[config.mk]
export PLATFORM = sky130hd
export DESIGN_NAME = maxmin_reduce
export DESIGN_NICKNAME = d
export VERILOG_FILES = /design/src/rtl/maxmin_pkg.sv /design/src/rtl/maxmin_cmp.sv /design/src/rtl/maxmin_reduce.sv
export SDC_FILE = /design/constraint.sdc
export NUM_CORES = 1
export LEC_CHECK = 0
export CELL_PAD_IN_SITES_DETAIL_PLACEMENT = 1
export CELL_PAD_IN_SITES_GLOBAL_PLACEMENT = 2
export CORE_ASPECT_RATIO = 0.7
export CORE_MARGIN = 3
export CORE_UTILIZATION = 33
export DETAILED_ROUTE_END_ITERATION = 7
export GPL_TIMING_DRIVEN = 0
export PLACE_DENSITY = 0.87
export SETUP_SLACK_MARGIN = 0.3
export SYNTH_ARGS = -nofsm -noshare
export SYNTH_HDL_FRONTEND = slang
export SYNTH_SLANG_ARGS = --single-unit
[constraint.sdc]
create_clock -name clk -period 4.2 [get_ports clk]
set_clock_uncertainty 0.15 [all_clocks]
set_input_delay 1.05 -clock clk [delete_from_list [all_inputs] [get_ports clk]]
set_output_delay 1.05 -clock clk [all_outputs]
set_load 0.1 [all_outputs]
[src/rtl/maxmin_pkg.sv]
// Shared definitions for the max/min reduction unit: FSM state encoding and
// compare-mode constants used by the top level and the comparator.
package maxmin_pkg;

  typedef enum logic [1:0] {
    IDLE   = 2'd0,
    RUN    = 2'd1,
    FINISH = 2'd2
  } state_t;

  localparam logic MODE_MAX = 1'b0;
  localparam logic MODE_MIN = 1'b1;

endpackage

[src/rtl/maxmin_cmp.sv]
// Strict "a beats b" comparator: a > b for maximum, a < b for minimum, under
// either two's-complement or unsigned interpretation of the full WIDTH bits.
module maxmin_cmp
  import maxmin_pkg::*;
#(
  parameter int WIDTH = 32
) (
  input  logic [WIDTH-1:0] a,
  input  logic [WIDTH-1:0] b,
  input  logic             mode,
  input  logic             is_signed,
  output logic             better
);

  logic gt;
  logic lt;

  // NOTE: every variable is assigned on every path through this block, so no
  // latch can be inferred; add defaults first if this logic ever grows branches.
  always_comb begin
    if (is_signed) begin
      gt = $signed(a) > $signed(b);
      lt = $signed(a) < $signed(b);
    end else begin
      gt = a > b;
      lt = a < b;
    end
    better = (mode == MODE_MIN) ? lt : gt;
  end

endmodule

[src/rtl/maxmin_reduce.sv]
// Start/done reduction unit: streams up to MAX_COUNT operands over valid/ready
// and reports the maximum or minimum value together with its 0-based index.
module maxmin_reduce
  import maxmin_pkg::*;
#(
  parameter int WIDTH     = 32,
  parameter int MAX_COUNT = 16,
  parameter int CNT_W     = $clog2(MAX_COUNT + 1),
  parameter int IDX_W     = (MAX_COUNT > 1) ? $clog2(MAX_COUNT) : 1
) (
  input  logic             clk,
  input  logic             reset,
  input  logic             start,
  input  logic [CNT_W-1:0] count,
  input  logic             mode,
  input  logic             is_signed,
  input  logic             in_valid,
  input  logic [WIDTH-1:0] in_data,
  output logic             in_ready,
  output logic [WIDTH-1:0] result,
  output logic [IDX_W-1:0] index,
  output logic             done,
  output logic             busy
);

  state_t           state;
  logic [CNT_W-1:0] limit;
  logic [CNT_W-1:0] elem_cnt;
  logic             mode_q;
  logic             signed_q;
  logic [WIDTH-1:0] best;
  logic [IDX_W-1:0] best_idx;

  logic [CNT_W-1:0] count_clamped;
  logic [CNT_W-1:0] cnt_next;
  logic             handshake;
  logic             better;

  // Derived purely from state so an asynchronous reset drops them at once.
  assign in_ready = (state == RUN);
  assign busy     = (state != IDLE);

  always_comb begin
    count_clamped = (count > CNT_W'(MAX_COUNT)) ? CNT_W'(MAX_COUNT) : count;
    cnt_next      = elem_cnt + CNT_W'(1);
    handshake     = in_valid && in_ready;
  end

  maxmin_cmp #(
    .WIDTH(WIDTH)
  ) u_cmp (
    .a        (in_data),
    .b        (best),
    .mode     (mode_q),
    .is_signed(signed_q),
    .better   (better)
  );

  // NOTE: all state here is registered with non-blocking assignments so every
  // right-hand side sees pre-edge values, independent of statement order.
  always_ff @(posedge clk or posedge reset) begin
    if (reset) begin
      state    <= IDLE;
      limit    <= '0;
      elem_cnt <= '0;
      mode_q   <= MODE_MAX;
      signed_q <= 1'b0;
      best     <= '0;
      best_idx <= '0;
      result   <= '0;
      index    <= '0;
      done     <= 1'b0;
    end else begin
      unique case (state)
        IDLE: begin
          if (start) begin
            limit    <= count_clamped;
            mode_q   <= mode;
            signed_q <= is_signed;
            elem_cnt <= '0;
            done     <= 1'b0;
            if (count_clamped == '0) begin
              // Empty run reports zero at index zero.
              best     <= '0;
              best_idx <= '0;
              state    <= FINISH;
            end else begin
              state <= RUN;
            end
          end
        end

        RUN: begin
          if (handshake) begin
            if (elem_cnt == '0) begin
              best     <= in_data;
              best_idx <= '0;
            end else if (better) begin
              // Strict compare: ties keep the earliest index.
              best     <= in_data;
              best_idx <= elem_cnt[IDX_W-1:0];
            end
            elem_cnt <= cnt_next;
            if (cnt_next == limit) begin
              state <= FINISH;
            end
          end
        end

        FINISH: begin
          result <= best;
          index  <= best_idx;
          done   <= 1'b1;
          state  <= IDLE;
        end

        default: state <= IDLE;
      endcase
    end
  end

endmodule

-- Yosys cells after proc, flatten, opt, wreduce, memory -nomap -nowiden
Index checks and enable logic that the tools add are counted.
- mux-type cells: 26
- equal/unequal tests: 8
- add/sub/neg operators: 1
- reductions and logical operators: 12
- magnitude comparators: 5
- operators by type and width (cell ; count):
    32-bit two-way mux ; 5
    32-bit > comparator ; 2
    32-bit < comparator ; 2
    32-bit case mux with 2 select lines ; 1
    4-bit two-way mux ; 5
    5-bit two-way mux ; 3
    5-bit zero test ; 2
    5-bit case mux with 2 select lines ; 1
    2-bit two-way mux ; 4
    4-bit case mux with 2 select lines ; 1
    3-bit AND reduction ; 2
    2-bit nonzero test ; 3
    5-bit by 1-bit adder with 5-bit output, second input constant ; 1
    5-bit == test ; 1
    5-bit > comparator, second input constant ; 1
    5-bit AND reduction ; 1
    1-bit two-way mux ; 4
    2-bit by 1-bit != test with 1-bit output, second input constant ; 2
    2-bit != test, second input constant ; 2
    2-bit case mux with 2 select lines ; 1
    2-bit AND reduction ; 2
    3-bit by 1-bit != test with 1-bit output, second input constant ; 1
    2-bit by 1-bit == test with 1-bit output, second input constant ; 1
    2-bit == test, second input constant ; 1
    3 further kinds ; 3
- bits of input ports: 43
- output and inout bits: 39
- flip-flop bits (word level): 87
- word-level logic and storage cells: 62

-- Longest topological paths before layout
- depth in word-level cells: 7
- depth in mapped cells: 12
- gate-level depth less buffers: 11

-- Cells and area by module
A second synthesis with hierarchy kept.
- cells, all modules: 437
- area total of the unflattened synthesis: 4638.2 µm²
- modules (own cells, without submodules) (module ; area an instance (µm²) ; cells each ; instances ; sequential area each (µm²)):
    maxmin_reduce ; 3811.2 ; 322 ; 1 ; 2177.1
    maxmin_cmp ; 827.0 ; 115 ; 1 ; 0.0

-- Least setup slack after synthesis
Ideal clock, no wire load.
- kind: input to register
- from: input in_data[31]
- to: register best[10]
- required time: 3.969 ns
- stages on the path: 11
- setup time: 0.081 ns
- buffers on the path: 1
- path slack: 0.722 ns
- arrival: 3.247 ns
- path through: ha_1 nand4_2 or4_4 nor2_2 nand2_1 o2111a_1 a311oi_2 nand2_4 nand2_8 buf_12 mux2i_1
- word-level cells in the longest chain between the ends: 5
- elaborated cells on any way between the ends: 9
- those cells by class: order compare (4); eq/ne (1); mux (3); reduce/logical (1)
- ends and longest elaborated chain (what ; RTL line ; RTL):
    from (decl) ; maxmin_reduce.sv:18 ; input logic [WIDTH-1:0] in_data,
    32-bit > comparator (tied with other cells) ; maxmin_cmp.sv:25 ; gt = a > b;
    1-bit two-way mux ; maxmin_cmp.sv:21 ; if (is_signed) begin
    1-bit two-way mux (*) ; maxmin_cmp.sv:28 ; better = (mode == MODE_MIN) ? lt : gt;
    3-bit by 1-bit != test with 1-bit output (no line) (*) ; -- ;
    5-bit AND reduction (no line) (*) ; -- ;
    to (signal assigned) ; maxmin_reduce.sv:96 ; best <= in_data;
    to (signal assigned) ; maxmin_reduce.sv:100 ; best <= in_data;
    to (decl) ; maxmin_reduce.sv:31 ; logic [WIDTH-1:0] best;
Mark *: on every way between the ends. The rest lies on a longest branch, timed or not.
A chain may end at the register's enable or synchronous reset.

-- Worst setup path in the final report
- from: input in_data[31]
- to: register best[0]
Same word-level chain as after synthesis.

==> out/results.ini <==
[placement]
dp_hpwl_um = 8980
placed_cell_area_um2 = 5600
dp_slack_ns = -0.0959
gp_congestion = 0.773
io_buffers = 81

[critical_path]
crit_path_top_delay_cell = or4_4
crit_chain = clkdlybuf4s50_1 > ha_4 > nand4_2 > or4_4 > nor2_2 > nand2_1 > o2111a_1 > a311oi_2 > nand2_4 > buf_4 > and3_1 > a31o_1
worst_ep_required_time_ns = 4.29
crit_buf_inv = 2
r2r_setup_slack_ns = 1.20
critPathLaunchType = input port
cp_slowest_stage_delay_ns = 0.61
critical_path_class = input port to register
cp-end-kind = register
cp_top_family = simple AND/OR/NAND/NOR gates
crit_fanout = 5
arrival_ns = 3.90

[clocking]
cts_tree = yes
clock_latency_ns = 0.35
cts_buffers = 9
htree_levels = 3
postCtsHoldBufs = 0
clockBufferDepth = 2
clk_pin_slew_ns = 0.07
ctsRootBufferMaster = clkbuf_16
clock-sinks = 87

[die]
core_um2 = 13300
die_area_um2 = 15200
fp-row-count = 35
dieWidth_um = 146
start_util_pct = 34.1
boundaryPins = 82
fp.dieH_um = 104

[cells_and_area]
multi_input_area_um2 = 2100
final-seq-area_um2 = 2180
num-fill-cells = 1492
syn_to_final_growth_pct = 31.4
finalNetCount = 615
antenna_cells = 0
drive_gt1_share_pct = 7.92
stdcell_area_um2 = 5950

[synth]
syn_inst = 443
ys_warn_count = 0
ys_async_sr_fraction_pct = 100
synth_seq_cells = 87
yosysUniqueCellTypes = 56
avgSynthCellArea_um2 = 10.2
synth_ff_type = dfrtp_1
synth_edf_count = 0
yosysSeqAreaShare_pct = 48.1
syn_area_um2 = 4530
synth_nets = 520

[route]
first_iter_violations = 135
vias = 3502
wl_per_cell_um = 16.5
wl_um = 12000
drc = 0
drtPass1Iterations = 4
antenna_left = 0
vias_per_cell = 4.81

[timing]
timing.final.crit_share_pct = 90.9
hold_viol_final = 0
drv_slew = 0
setup_ws_ns = 0.383
max_slew_margin_pct = 33.7
setup_violations = 0
max_freq_mhz = 262
rsz0062_at_grt = false
worst_pin_slew_ns = 0.991
layout_min_cycle_time_ns = 3.82

[global_routing]
antenna_found_initial = 0
grt_pass1_vias = 3849
grt_remaining_overflow = 0
grt_pass1_wl_um = 19800
grt_max_degree = 67
track_usage_pct = 16.3

[run_status]
status = complete, no violations

[min_path]
hold_path.class = register to register

[run]
cap_viol_max_count = 0

-- layout by cell type, fill, tap and decap left out, types with 2 or more instances in the layout --
master           count
a21o_1               3
a21oi_1             15
buf_1                2
buf_12               3
buf_4                2
bufinv_16            2
clkbuf_1            11
clkbuf_16            9
clkdlybuf4s50_1     80
clkinv_2             2
clkinv_4             2
dfrtp_1             87
ha_1                33
inv_1               38
mux2_1               8
mux2i_1             31
nand2_1             86
nand2b_1             5
nand3_1             10
nand3b_1             2
nand4_1              3
nand4_2              2
nand4_4              2
nor2_1               3
nor2b_1              3
nor3_1               3
nor3b_1              3
o21ai_0             27
o21ai_1             24
xnor2_1              3
xor2_1               3
-- worst reg2reg max path, stage by stage, from the launching register on --
cell and delay [ns]:
dfrtp_1 0.33, inv_1 0.08, ha_4 0.32, nand4_2 0.16, or4_4 0.61, nor2_2 0.10, nand2_1 0.06, o2111a_1 0.15
a311oi_2 0.31, nand2_4 0.11, buf_4 0.17, and3_1 0.17, a31o_1 0.17
-- cell families after synthesis --
| logic type | synth area share (%) |
|---|---|
| AO/OA/AOI/OAI | 11.0 |
| XOR/XNOR | 1.16 |
| adder cells (fa/ha/maj) | 9.39 |
| buffers and inverters | 5.72 |
| flip-flops | 48.1 |
| multiplexers | 8.84 |
| AND/OR/NAND/NOR | 15.8 |
-- final cells by class --
| cell class | count | share of cell area [%] |
|---|---|---|
| plain buffers | 16 | 1.83 |
| inverters | 40 | 2.57 |
| repair buffers | 84 | 14.3 |
| flip-flops and latches | 87 | 36.6 |
| clock inverters | 7 | 1.62 |
| clock buffers | 9 | 3.79 |
| well taps | 185 | 3.89 |
| multi-input cells | 300 | 35.4 |
-- what timing repair did --
action / 4_1_cts / 5_1_grt
endpoints found under the setup margin: 31 / 0
gates resized for setup: 3 / 0
setup buffers: 2 / 0
-- through the flow --
step           hold slack [ns]  instances  TNS, ns  util (%)
2_1_floorplan            0.308        443        0         -
3_3_place_gp             0.313        709   -62.91      42.0
3_5_place_dp             0.321        710    -2.18      42.2
4_1_cts                  0.336        728        0      44.8
5_1_grt                  0.369        728        0      44.8
6_report                 0.333        728        0      44.8
-- synthesized netlist by cell type, types with 5 or more instances --
| master | n | area, µm² |
|---|---|---|
| dfrtp_1 | 87 | 2180 |
| nand2_1 | 86 | 323 |
| inv_1 | 39 | 146 |
| ha_1 | 34 | 425 |
| mux2i_1 | 31 | 310 |
| o21ai_0 | 27 | 135 |
| o21ai_1 | 24 | 120 |
| a21oi_1 | 15 | 75.1 |
| clkbuf_1 | 11 | 41.3 |
| nand3_1 | 10 | 50.1 |
| mux2_1 | 8 | 90.1 |
| nand2b_1 | 5 | 31.3 |
-- worst paths after layout --
path | from | to | depth (start not counted)
max | in_data[31] | best[0] | 12
min | result[5] | result[5] | 2
max reg2reg | best[31] | best[0] | 12
min reg2reg | result[5] | result[5] | 2
max in group asynchronous | reset | state[0] | 3
min in group asynchronous | reset | index[0] | 2
-- state kept, by name (all words and copies together) (netlist names) --
register,cells
best,32
best_idx,4
done,1
elem_cnt,5
index,4
limit,5
mode_q,1
result,32
signed_q,1
state,2
-- layer usage --
layer  track usage (%)  share of wire [%]  vias up
met5                 0                  0        -
met4              3.83               0.97        0
met3              4.79                4.1        8
met2              25.7                 45       59
met1              22.2                 50     1736
li1                  -                  -     1699
Power is not shown: default switching activity piles up to over one toggle a cycle in this logic, so the estimate is an artifact.
